--- config.mk ---
export PLATFORM = sky130hd
export DESIGN_NAME = cordic_vectoring_flat
export DESIGN_NICKNAME = d
export VERILOG_FILES = /design/src/rtl/cordic_vectoring_pkg.sv /design/src/rtl/cordic_vectoring_if.sv /design/src/rtl/cordic_vectoring_rotator.sv /design/src/rtl/cordic_vectoring.sv /design/src/flat_wrapper.sv
export SDC_FILE = /design/constraint.sdc
export NUM_CORES = 1
export LEC_CHECK = 0
export CAP_MARGIN = 20
export CORE_MARGIN = 1
export CORE_UTILIZATION = 60
export CTS_CLUSTER_DIAMETER = 200
export CTS_CLUSTER_SIZE = 40
export DETAILED_ROUTE_END_ITERATION = 10
export PLACE_DENSITY_LB_ADDON = 0.08
export SETUP_SLACK_MARGIN = 0.5
export SYNTH_ARGS = -nofsm -noshare
export SYNTH_HDL_FRONTEND = slang
export SYNTH_SLANG_ARGS = --single-unit
--- constraint.sdc ---
create_clock -name clk_i -period 6.85 [get_ports clk_i]
set_input_delay 2.055 -clock clk_i [delete_from_list [all_inputs] [get_ports clk_i]]
set_output_delay 2.055 -clock clk_i [all_outputs]
set_load 0.05 [all_outputs]
--- src/rtl/cordic_vectoring_pkg.sv ---
// cordic_vectoring_pkg: package cordic_pkg with FSM states, arctangent table and gain constant
package cordic_pkg;
  typedef enum logic [1:0] {IDLE, ROTATE, COMP, DONE} state_t;
  localparam real PI = 3.14159265358979323846;
  localparam real K_GAIN = 0.6072529;
  function automatic real atan_rad(int i);
    real x, t, s;
    x = 1.0;
    for (int j = 0; j < i; j++) x = x / 2.0;
    t = x;
    s = 0.0;
    // Taylor series; atan(1) converges too slowly so it is taken exactly
    for (int k = 0; k < 64; k++) begin
      s = (k % 2 == 0) ? s + t / $itor(2 * k + 1) : s - t / $itor(2 * k + 1);
      t = t * x * x;
    end
    return i == 0 ? PI / 4.0 : s;
  endfunction
  function automatic int atan_lsb(int i, int aw);
    real s;
    s = atan_rad(i);
    for (int j = 1; j < aw; j++) s = s * 2.0;
    return $rtoi(s / PI + 0.5);
  endfunction
  function automatic int gain_k(int dw);
    real s;
    s = K_GAIN;
    for (int j = 0; j < dw; j++) s = s * 2.0;
    return $rtoi(s + 0.5);
  endfunction
endpackage

--- src/rtl/cordic_vectoring_if.sv ---
// cordic_vectoring_if: valid/ready input pair and result channels of the vectoring CORDIC
interface cordic_vectoring_if #(
  parameter int DW = 16,
  parameter int AW = 16
);
  logic                 valid_i;
  logic                 ready_o;
  logic signed [DW-1:0] x_i;
  logic signed [DW-1:0] y_i;
  logic                 valid_o;
  logic                 ready_i;
  logic [DW+1:0]        mag_o;
  logic signed [AW-1:0] a_o;
  modport slave (input valid_i, x_i, y_i, ready_i, output ready_o, valid_o, mag_o, a_o);
  modport master (output valid_i, x_i, y_i, ready_i, input ready_o, valid_o, mag_o, a_o);
endinterface

--- src/rtl/cordic_vectoring_rotator.sv ---
// vector_rotator: one combinational vectoring micro-rotation steering y toward zero
module vector_rotator #(
  parameter int W  = 18,
  parameter int AW = 16,
  parameter int SW = 4
) (
  input  logic signed [W-1:0]  x,
  input  logic signed [W-1:0]  y,
  input  logic signed [AW-1:0] a,
  input  logic [SW-1:0]        sh,
  input  logic signed [AW-1:0] atan,
  output logic signed [W-1:0]  xn,
  output logic signed [W-1:0]  yn,
  output logic signed [AW-1:0] an
);
  logic pos;
  logic signed [W-1:0] xs, ys;
  assign pos = !y[W-1];
  assign xs = x >>> sh;
  assign ys = y >>> sh;
  assign xn = pos ? x + ys : x - ys;
  assign yn = pos ? y - xs : y + xs;
  assign an = pos ? a + atan : a - atan;
endmodule

--- src/rtl/cordic_vectoring.sv ---
// cordic_vectoring: iterative vectoring CORDIC giving magnitude and atan2; CORDIC_VECTORING_GAIN_COMP_EN adds gain compensation
module cordic_vectoring
  import cordic_pkg::*;
#(
  parameter int DW   = 16,
  parameter int AW   = 16,
  parameter int ITER = 14
) (
  input logic clk_i,
  input logic srst_i,
  cordic_vectoring_if.slave bus
);
  localparam int W  = DW + 2;
  localparam int IW = ITER > 1 ? $clog2(ITER) : 1;
  localparam logic signed [AW-1:0] QTR = AW'(1) << (AW - 2);
  state_t state, next;
  logic signed [W-1:0] x, y, xn, yn, xe, ye, x0, y0;
  logic signed [AW-1:0] a, an, a0;
  logic [IW-1:0] i;
  logic zero, last, xneg, yneg;
  logic [AW-1:0] atan_rom [2**IW];
  for (genvar k = 0; k < 2**IW; k++) begin : g_atan
    localparam logic [AW-1:0] AT = AW'(atan_lsb(k, AW));
    assign atan_rom[k] = AT;
  end
  // Quadrant pre-rotation brings the vector into the right half plane
  assign xneg = bus.x_i[DW-1];
  assign yneg = bus.y_i[DW-1];
  assign xe = {{2{bus.x_i[DW-1]}}, bus.x_i};
  assign ye = {{2{bus.y_i[DW-1]}}, bus.y_i};
  assign x0 = !xneg ? xe : yneg ? -ye : ye;
  assign y0 = !xneg ? ye : yneg ? xe : -xe;
  assign a0 = !xneg ? '0 : yneg ? -QTR : QTR;
  vector_rotator #(.W(W), .AW(AW), .SW(IW)) u_rot (
    .x(x), .y(y), .a(a), .sh(i), .atan(atan_rom[i]), .xn(xn), .yn(yn), .an(an)
  );
  assign last = i == IW'(ITER - 1);
`ifdef CORDIC_VECTORING_GAIN_COMP_EN
  localparam logic [DW-1:0] KG = DW'(gain_k(DW));
  localparam state_t POST = COMP;
  logic signed [W+DW:0] prod;
  logic signed [W-1:0] xc;
  assign prod = x * $signed({1'b0, KG});
  assign xc = prod[DW +: W];
`else
  localparam state_t POST = DONE;
`endif
  always_ff @(posedge clk_i) state <= srst_i ? IDLE : next;
  always_comb
    next = state == IDLE   ? (bus.valid_i ? ROTATE : IDLE) :
           state == ROTATE ? (last ? POST : ROTATE) :
           state == COMP   ? DONE :
                             (bus.ready_i ? IDLE : DONE);
  always_ff @(posedge clk_i)
    if (srst_i) begin
      x <= '0;
      y <= '0;
      a <= '0;
      i <= '0;
      zero <= 1'b0;
    end else if (state == IDLE && bus.valid_i) begin
      x <= x0;
      y <= y0;
      a <= a0;
      i <= '0;
      zero <= bus.x_i == '0 && bus.y_i == '0;
    end else if (state == ROTATE) begin
      x <= xn;
      y <= yn;
      a <= an;
      i <= i + 1'b1;
    end
`ifdef CORDIC_VECTORING_GAIN_COMP_EN
    else if (state == COMP) x <= xc;
`endif
  assign bus.ready_o = state == IDLE;
  assign bus.valid_o = state == DONE;
  // A zero vector has no defined phase; report it as all zeros
  assign bus.mag_o = bus.valid_o && !zero ? $unsigned(x) : '0;
  assign bus.a_o = bus.valid_o && !zero ? a : '0;
endmodule

--- src/flat_wrapper.sv ---
// flat-port wrapper written by rule: the top's interface ports become plain ports
module cordic_vectoring_flat import cordic_pkg::*;
#(
  parameter int DW   = 16,
  parameter int AW   = 16,
  parameter int ITER = 14
)
  (clk_i, srst_i, bus_valid_i, bus_x_i, bus_y_i, bus_ready_i, bus_ready_o, bus_valid_o, bus_mag_o, bus_a_o);
  cordic_vectoring_if #(.DW(DW), .AW(AW)) bus_i ();
  input logic clk_i;
  input logic srst_i;
  input wire logic [$bits(bus_i.valid_i)-1:0] bus_valid_i;
  input wire logic [$bits(bus_i.x_i)-1:0] bus_x_i;
  input wire logic [$bits(bus_i.y_i)-1:0] bus_y_i;
  input wire logic [$bits(bus_i.ready_i)-1:0] bus_ready_i;
  output wire logic [$bits(bus_i.ready_o)-1:0] bus_ready_o;
  output wire logic [$bits(bus_i.valid_o)-1:0] bus_valid_o;
  output wire logic [$bits(bus_i.mag_o)-1:0] bus_mag_o;
  output wire logic [$bits(bus_i.a_o)-1:0] bus_a_o;
  assign bus_i.valid_i = bus_valid_i;
  assign bus_i.x_i = bus_x_i;
  assign bus_i.y_i = bus_y_i;
  assign bus_i.ready_i = bus_ready_i;
  assign bus_ready_o = bus_i.ready_o;
  assign bus_valid_o = bus_i.valid_o;
  assign bus_mag_o = bus_i.mag_o;
  assign bus_a_o = bus_i.a_o;
  cordic_vectoring #(.DW(DW), .AW(AW), .ITER(ITER)) u_core (.clk_i(clk_i), .srst_i(srst_i), .bus(bus_i));
endmodule
==> reports/summary.txt, run 1 <==
Netlist Area Pre-Place = 0.00902 sq mm
CTS clk-pin slew, worst paths = 0.07 ns
CP Launch Point = u_core.i[1]
hold_buf cts = 0
top cells by area, synth = dfxtp_1, ha_1, mux4_2
core area = 0.0146 sq mm
Final Hold Viols = 0
DR pass1 iterations = 5
Clock Sinks = 59
min-delay worst type = flip-flop to flip-flop
Setup Buffers After CTS = 0
Synth cell types = 88
Seq/Total Area, Yosys = 0.131
FFs w/ async S/R, synth = 0
pwr dens = 385 mW/mm^2
antenna violations before repair = 1
post-route core utilization = 0.687
number of synthesized flops with an enable pin = 0
Starting Density = 0.618
critical path fanouts, max = 39
Routability Congestion = 0.953
# fillers = 1239
die area = 0.0155 sq mm
Post-Syn Instances = 1203
Critical Path RT = 7.08 ns
num rows = 44
largest net degree at the start of global routing = 63
WP depth = 20
achievable frequency = 0.182 GHz
port buffer count = 71
status = finished clean
CP top delay family = compound AO/OA/AOI/OAI gates
reg2reg path depth = 20
fin cells = 1408
die width = 125 microns
Worst Setup Start Kind = flip-flop
critical path type = flip-flop to flip-flop
DRT iter0 DRCs = 975
Vias/cell = 6.56
dpl hpwl = 20.2 mm
reg2reg setup slack = 1.36 ns
clock root cell = clkbuf_16
DR DRC count = 0
vias in the first global route = 8491
CP max stage delay = 0.94 ns
CTS buffer count = 9
average size of a mapped cell = 7.50 sq um
CTS tree = yes
unrepaired setup endpoints after global routing = no
Overall Global Routing Usage = 0.357
max cap viols = 0
most frequent cells in the layout = nor2_1, nand2_1, a21oi_1
Place WS = 1.47 ns
area grow syn2layout = 11.0%
Min-Delay Startpoint = u_core.a[10]
Lkg Pwr = 0.00386 uW
I/O Pins = 72
routed len/inst = 19.6 microns
WHS Path Cells = 2
Worst-Margin Slew = 0.979 ns
final setup vio count = 0
first-pass GRT wire length = 44.5 mm
height of the chip = 125 microns
area post-placement = 0.00969 sq mm
critical path buffer and inverter count = 3
Final WS setup = 1.36 ns
worst-path cell chain = inv_1 -> ha_1 -> nand3b_1 -> o221a_1 -> inv_1 -> ha_1 -> inv_1 -> or4_1 -> nor2_1 -> nor3_1 -> a21oi_1 -> ha_1 -> a21o_1 -> a21oi_1 -> o21ai_0 -> a2111o_1 -> and3_1 -> o41ai_1 -> xor2_1 -> o21ai_1
Final Routed Wirelength = 27.7 mm
maximum buffer depth of the clock tree = 2
most common cell after layout, fill and taps aside = nor2_1
H-tree Lvls = 3
FF-to-FF Start = u_core.i[1]
vias post-DR = 9233
Setup TNS = 0 ns
Ys Warns = 0
Worst setup endpoint = u_core.a[15]
Final Net Count = 1317
later-pin clock latency in the skew report = 0.36 ns
biggest area consumer among synthesized cells = dfxtp_1
DRT antenna net count = 0
Rel. slew slack = 0.347
Peak VDD IR = 0.165 mV
reg2reg end = u_core.a[15]
Crit-path slowest cell = dfxtp_2
Design Area, Final = 0.0100 sq mm
fin crit share = 0.801
Synth Flop Type = dfxtp_1
total gr overflow = 0
Worst setup EP type = flip-flop
fin. max-slew vios = 0
post-synth top area share = 0.131
Syn Nets = 1302
Resize count post-CTS = 0
fin crit period = 5.49 ns
Synth Register Bits = 59
share of cells above drive strength 1 = 0.0899
critical path arrival = 5.72 ns
Setup Skew = 0.0148 ns
Placed Cells = 1390
## cell families (layout without fill, tap and decap cells)
group | after synthesis | in the layout | share of synthesized area
flops | 59 | 59 | 0.131
buf+inv | 121 | 141 | 0.0594
mux | 74 | 74 | 0.125
fa+ha+maj | 63 | 63 | 0.0899
compound gates | 345 | 345 | 0.253
simple gates | 447 | 447 | 0.251
other cells | 0 | 1 | 0
xor+xnor | 94 | 94 | 0.0912
## synth_stat cells, types with 20 or more instances
cell      number
nor2_1       122
nand2_1      106
a21oi_1       97
ha_1          60
dfxtp_1       59
xnor2_1       56
clkbuf_1      52
o21ai_0       51
and2_1        40
nor3_1        38
xor2_1        38
inv_1         34
a211oi_1      30
mux4_2        29
mux2i_1       28
nand3_1       28
nor2b_1       21
nand2b_1      20
## flip-flops by register name (all words and copies together) (netlist names)
name          flops
u_core.zero       1
u_core.i          4
u_core.state      2
u_core.y         18
u_core.a         16
u_core.x         18
## tightest hold or removal path, delay by kind of cell, from the launching register on
kind	cells	cell delay, ns
compound gates	1	0.05
flops	1	0.32
simple gates	1	0.06
## routing by layer
layer	global-route usage	vias to the layer above	routed length (microns)
met5	0	-	0
met4	0.153	0	1100
met3	0.0722	61	2210
met2	0.571	403	12700
met1	0.466	4288	11700
li1	-	4481	-
## power breakdown
group	internal (uW)	total [uW]	switching [uW]	leakage, uW
Clock	295	495	200	0.000146
Sequential	431	648	217	0.000488
Combinational	1200	2710	1510	0.00323
## layout make-up
type / instances / area (sq um) / share of cell area
Tap cell: 184 / 230 / 0.0230
Clock buffer: 10 / 239 / 0.0239
Antenna cell: 1 / 2.50 / 0.000250
Timing Repair Buffer: 87 / 828 / 0.0827
Inverter: 38 / 143 / 0.0142
Sequential cell: 59 / 1190 / 0.119
Multi-Input combinational cell: 1023 / 7320 / 0.730
Clock inverter: 6 / 71.3 / 0.00712
## worst min-delay path by stage
stage          slack [ns]           end
2_1_floorplan        0.46  u_core.a[10]
3_3_place_gp         0.47  u_core.a[10]
3_5_place_dp         0.48  u_core.a[10]
4_1_cts              0.48  u_core.a[10]
5_1_grt              0.53   u_core.a[6]
6_report             0.48  u_core.a[10]
## per-stage QoR
| step | total power (uW) | hold slack (ns) |
|---|---|---|
| finish | 3850 | 0.483 |
| global route | 4160 | 0.527 |
| CTS | 3790 | 0.485 |
| detailed placement | 3270 | 0.478 |
| global placement | 3240 | 0.471 |
| floorplan | 2680 | 0.456 |
Note: power is estimated with default switching activity, not from simulation.
==> run 2: changes to the inputs <==
Settings changed: CORE_UTILIZATION 60 to 55.
Clock period 6.85 ns to 5 ns, I/O delays scaled along.
==> reports/summary.txt, run 2 (same netlist as run 1, synthesis figures left out) <==
total gr overflow = 0 (unchanged)
final setup vio count = 0 (unchanged)
Starting Density = 0.566 (was 0.618)
Worst Setup Start Kind = flip-flop (unchanged)
Vias/cell = 6.52 (was 6.56)
largest net degree at the start of global routing = 63 (unchanged)
vias post-DR = 9944 (was 9233)
Routability Congestion = 0.965 (was 0.953)
status = finished clean (unchanged)
max cap viols = 0 (unchanged)
Peak VDD IR = 0.234 mV (was 0.165 mV)
maximum buffer depth of the clock tree = 2 (unchanged)
Rel. slew slack = 0.265 (was 0.347)
die area = 0.0169 sq mm (was 0.0155 sq mm)
metal2 WL = 14.2 mm (was 12.7 mm)
hold_buf cts = 0 (unchanged)
DRT iter0 DRCs = 1003 (was 975)
clock root cell = clkbuf_16 (unchanged)
share of cells above drive strength 1 = 0.202 (was 0.0899)
later-pin clock latency in the skew report = 0.35 ns (was 0.36 ns)
most common cell after layout, fill and taps aside = nor2_1 (unchanged)
area grow syn2layout = 24.4% (was 11.0%)
most frequent cells in the layout = nor2_1, nand2_1, buf_4 (was nor2_1, nand2_1, a21oi_1)
worst-path cell chain = buf_8 -> clkinvlp_4 -> ha_2 -> nor4_1 -> a21oi_1 -> nor4b_2 -> nand2_1 -> nand2_1 -> xor2_1 -> ha_1 -> and3_4 -> and3_4 -> a2111o_1 -> and3_4 -> o41ai_4 -> xor2_1 -> o21ai_1 (was inv_1 -> ha_1 -> nand3b_1 -> o221a_1 -> inv_1 -> ha_1 -> inv_1 -> or4_1 -> nor2_1 -> nor3_1 -> a21oi_1 -> ha_1 -> a21o_1 -> a21oi_1 -> o21ai_0 -> a2111o_1 -> and3_1 -> o41ai_1 -> xor2_1 -> o21ai_1)
Final Routed Wirelength = 32.0 mm (was 27.7 mm)
CP max stage delay = 0.48 ns (was 0.94 ns)
top sig layer = met5 (was met4)
DR pass1 iterations = 5 (unchanged)
dpl hpwl = 23.0 mm (was 20.2 mm)
critical path type = flip-flop to flip-flop (unchanged)
Worst-Margin Slew = 1.10 ns (was 0.979 ns)
DR DRC count = 0 (unchanged)
CP most frequent cell = and3_4
Setup TNS = 0 ns (unchanged)
Overall Global Routing Usage = 0.366 (was 0.357)
Final Total Pwr = 6000 uW (was 3850 uW)
die width = 130 microns (was 125 microns)
antenna cells = 0 (was 1)
unrepaired setup endpoints after global routing = yes (was no)
vias in the first global route = 8775 (was 8491)
biggest regs = u_core.x (18), u_core.y (18), u_core.a (16) (unchanged)
first-pass GRT wire length = 47.4 mm (was 44.5 mm)
CTS clk-pin slew, worst paths = 0.07 ns (about the same)
DRT antenna net count = 0 (unchanged)
H-tree Lvls = 3 (unchanged)
Crit-path slowest cell = a2111o_1 (was dfxtp_2)
antenna violations before repair = 1 (unchanged)
core area = 0.0159 sq mm (was 0.0146 sq mm)
CTS buffer count = 9 (unchanged)
Clock Sinks = 59 (unchanged)
fin crit period = 4.58 ns (was 5.49 ns)
num rows = 46 (was 44)
# fillers = 1333 (was 1239)
Detail Route met3 WL = 3.26 mm (was 2.21 mm)
Routed met1 length = 13.4 mm (was 11.7 mm)
min-delay worst type = flip-flop to flip-flop (unchanged)
critical path arrival = 4.81 ns (was 5.72 ns)
Setup Skew = 0.0118 ns (was 0.0148 ns)
Worst setup EP type = flip-flop (unchanged)
Lkg Pwr = 0.00438 uW (was 0.00386 uW)
Final Net Count = 1403 (was 1317)
Final Hold Viols = 0 (unchanged)
CTS tree = yes (unchanged)
routed len/inst = 21.0 microns (was 19.6 microns)
fin. max-slew vios = 0 (unchanged)
achievable frequency = 0.218 GHz (was 0.182 GHz)
height of the chip = 130 microns (was 125 microns)
port buffer count = 71 (unchanged)
critical path fanouts, max = 8 (was 39)
I/O Pins = 72 (unchanged)
fin crit share = 0.915 (was 0.801)
pwr dens = 535 mW/mm^2 (was 385 mW/mm^2)
Critical Path RT = 5.24 ns (was 7.08 ns)
==> run 2: cell types whose count changed in the layout (fill, tap and decap cells not counted), moves of 5 or more <==
cell	previous run	this run
a2111oi_0	6	1
a21oi_1	97	88
a21oi_2	0	9
buf_4	15	92
ha_1	60	48
ha_4	0	8
inv_1	34	29
o21ai_2	0	5
==> run 2: critical path, delay by kind of cell, from the launching register on <==
kind	cells	cell delay, ns
and+or+nand+nor	7	1.68
AOI/OAI and AO/OA	4	1.08
adders and majority gates	2	0.60
DFF	1	0.42
buffers and inverters	2	0.35
xor gates and xnor gates	2	0.35
==> run 2: layer usage <==
layer	track usage	vias to the layer above
li1	-	4644
met1	0.494	4650
met2	0.560	553
met3	0.0914	95
met4	0.142	2
met5	0	-
==> run 2: layout make-up <==
| type | instances | area [sq um] | area share |
|---|---|---|---|
| clock buffers | 11 | 253 | 0.0225 |
| clock inverters | 5 | 60.1 | 0.00535 |
| inverters | 38 | 149 | 0.0133 |
| multi-input cells | 1023 | 7730 | 0.689 |
| flip-flops and latches | 59 | 1200 | 0.107 |
| well taps | 216 | 270 | 0.0241 |
| repair buffers | 173 | 1560 | 0.139 |
==> run 2: repair_timing <==
| item | in CTS | in global routing |
|---|---|---|
| buffers inserted | 18 | 31 |
| cloned | 0 | 1 |
| pin swaps | 14 | 45 |
| gates resized for setup | 27 | 80 |
| setup endpoints to repair | 17 | 18 |
==> run 2: worst paths after layout <==
| path | end | depth (start not counted) | slack, ns | startpoint |
|---|---|---|---|---|
| worst max-delay path | u_core.a[15] | 17 | 0.42 | u_core.i[1] |
| worst min-delay path | u_core.a[5] | 2 | 0.49 | u_core.a[5] |
| worst max register to register | u_core.a[15] | 17 | 0.42 | u_core.i[1] |
| worst min register to register | u_core.a[5] | 2 | 0.49 | u_core.a[5] |
==> run 2: through the flow <==
stage	hold slack [ns]	instances	utilization	setup slack, ns	area, sq um
final	0.488	1525	0.704	0.423	11200
after global routing	0.518	1525	0.704	0.290	11200
after CTS	0.487	1493	0.665	0.485	10600
after detailed placement	0.479	1459	0.631	0.166	10100
after global placement	0.469	1459	0.631	0.208	10100
after floorplan	0.456	1203	-	0.503	9070
==> run 2: where the power goes <==
part           internal [uW]  switching, uW
sequential               589            258
clock                    415            256
combinational           2040           2440
total                   3040           2950
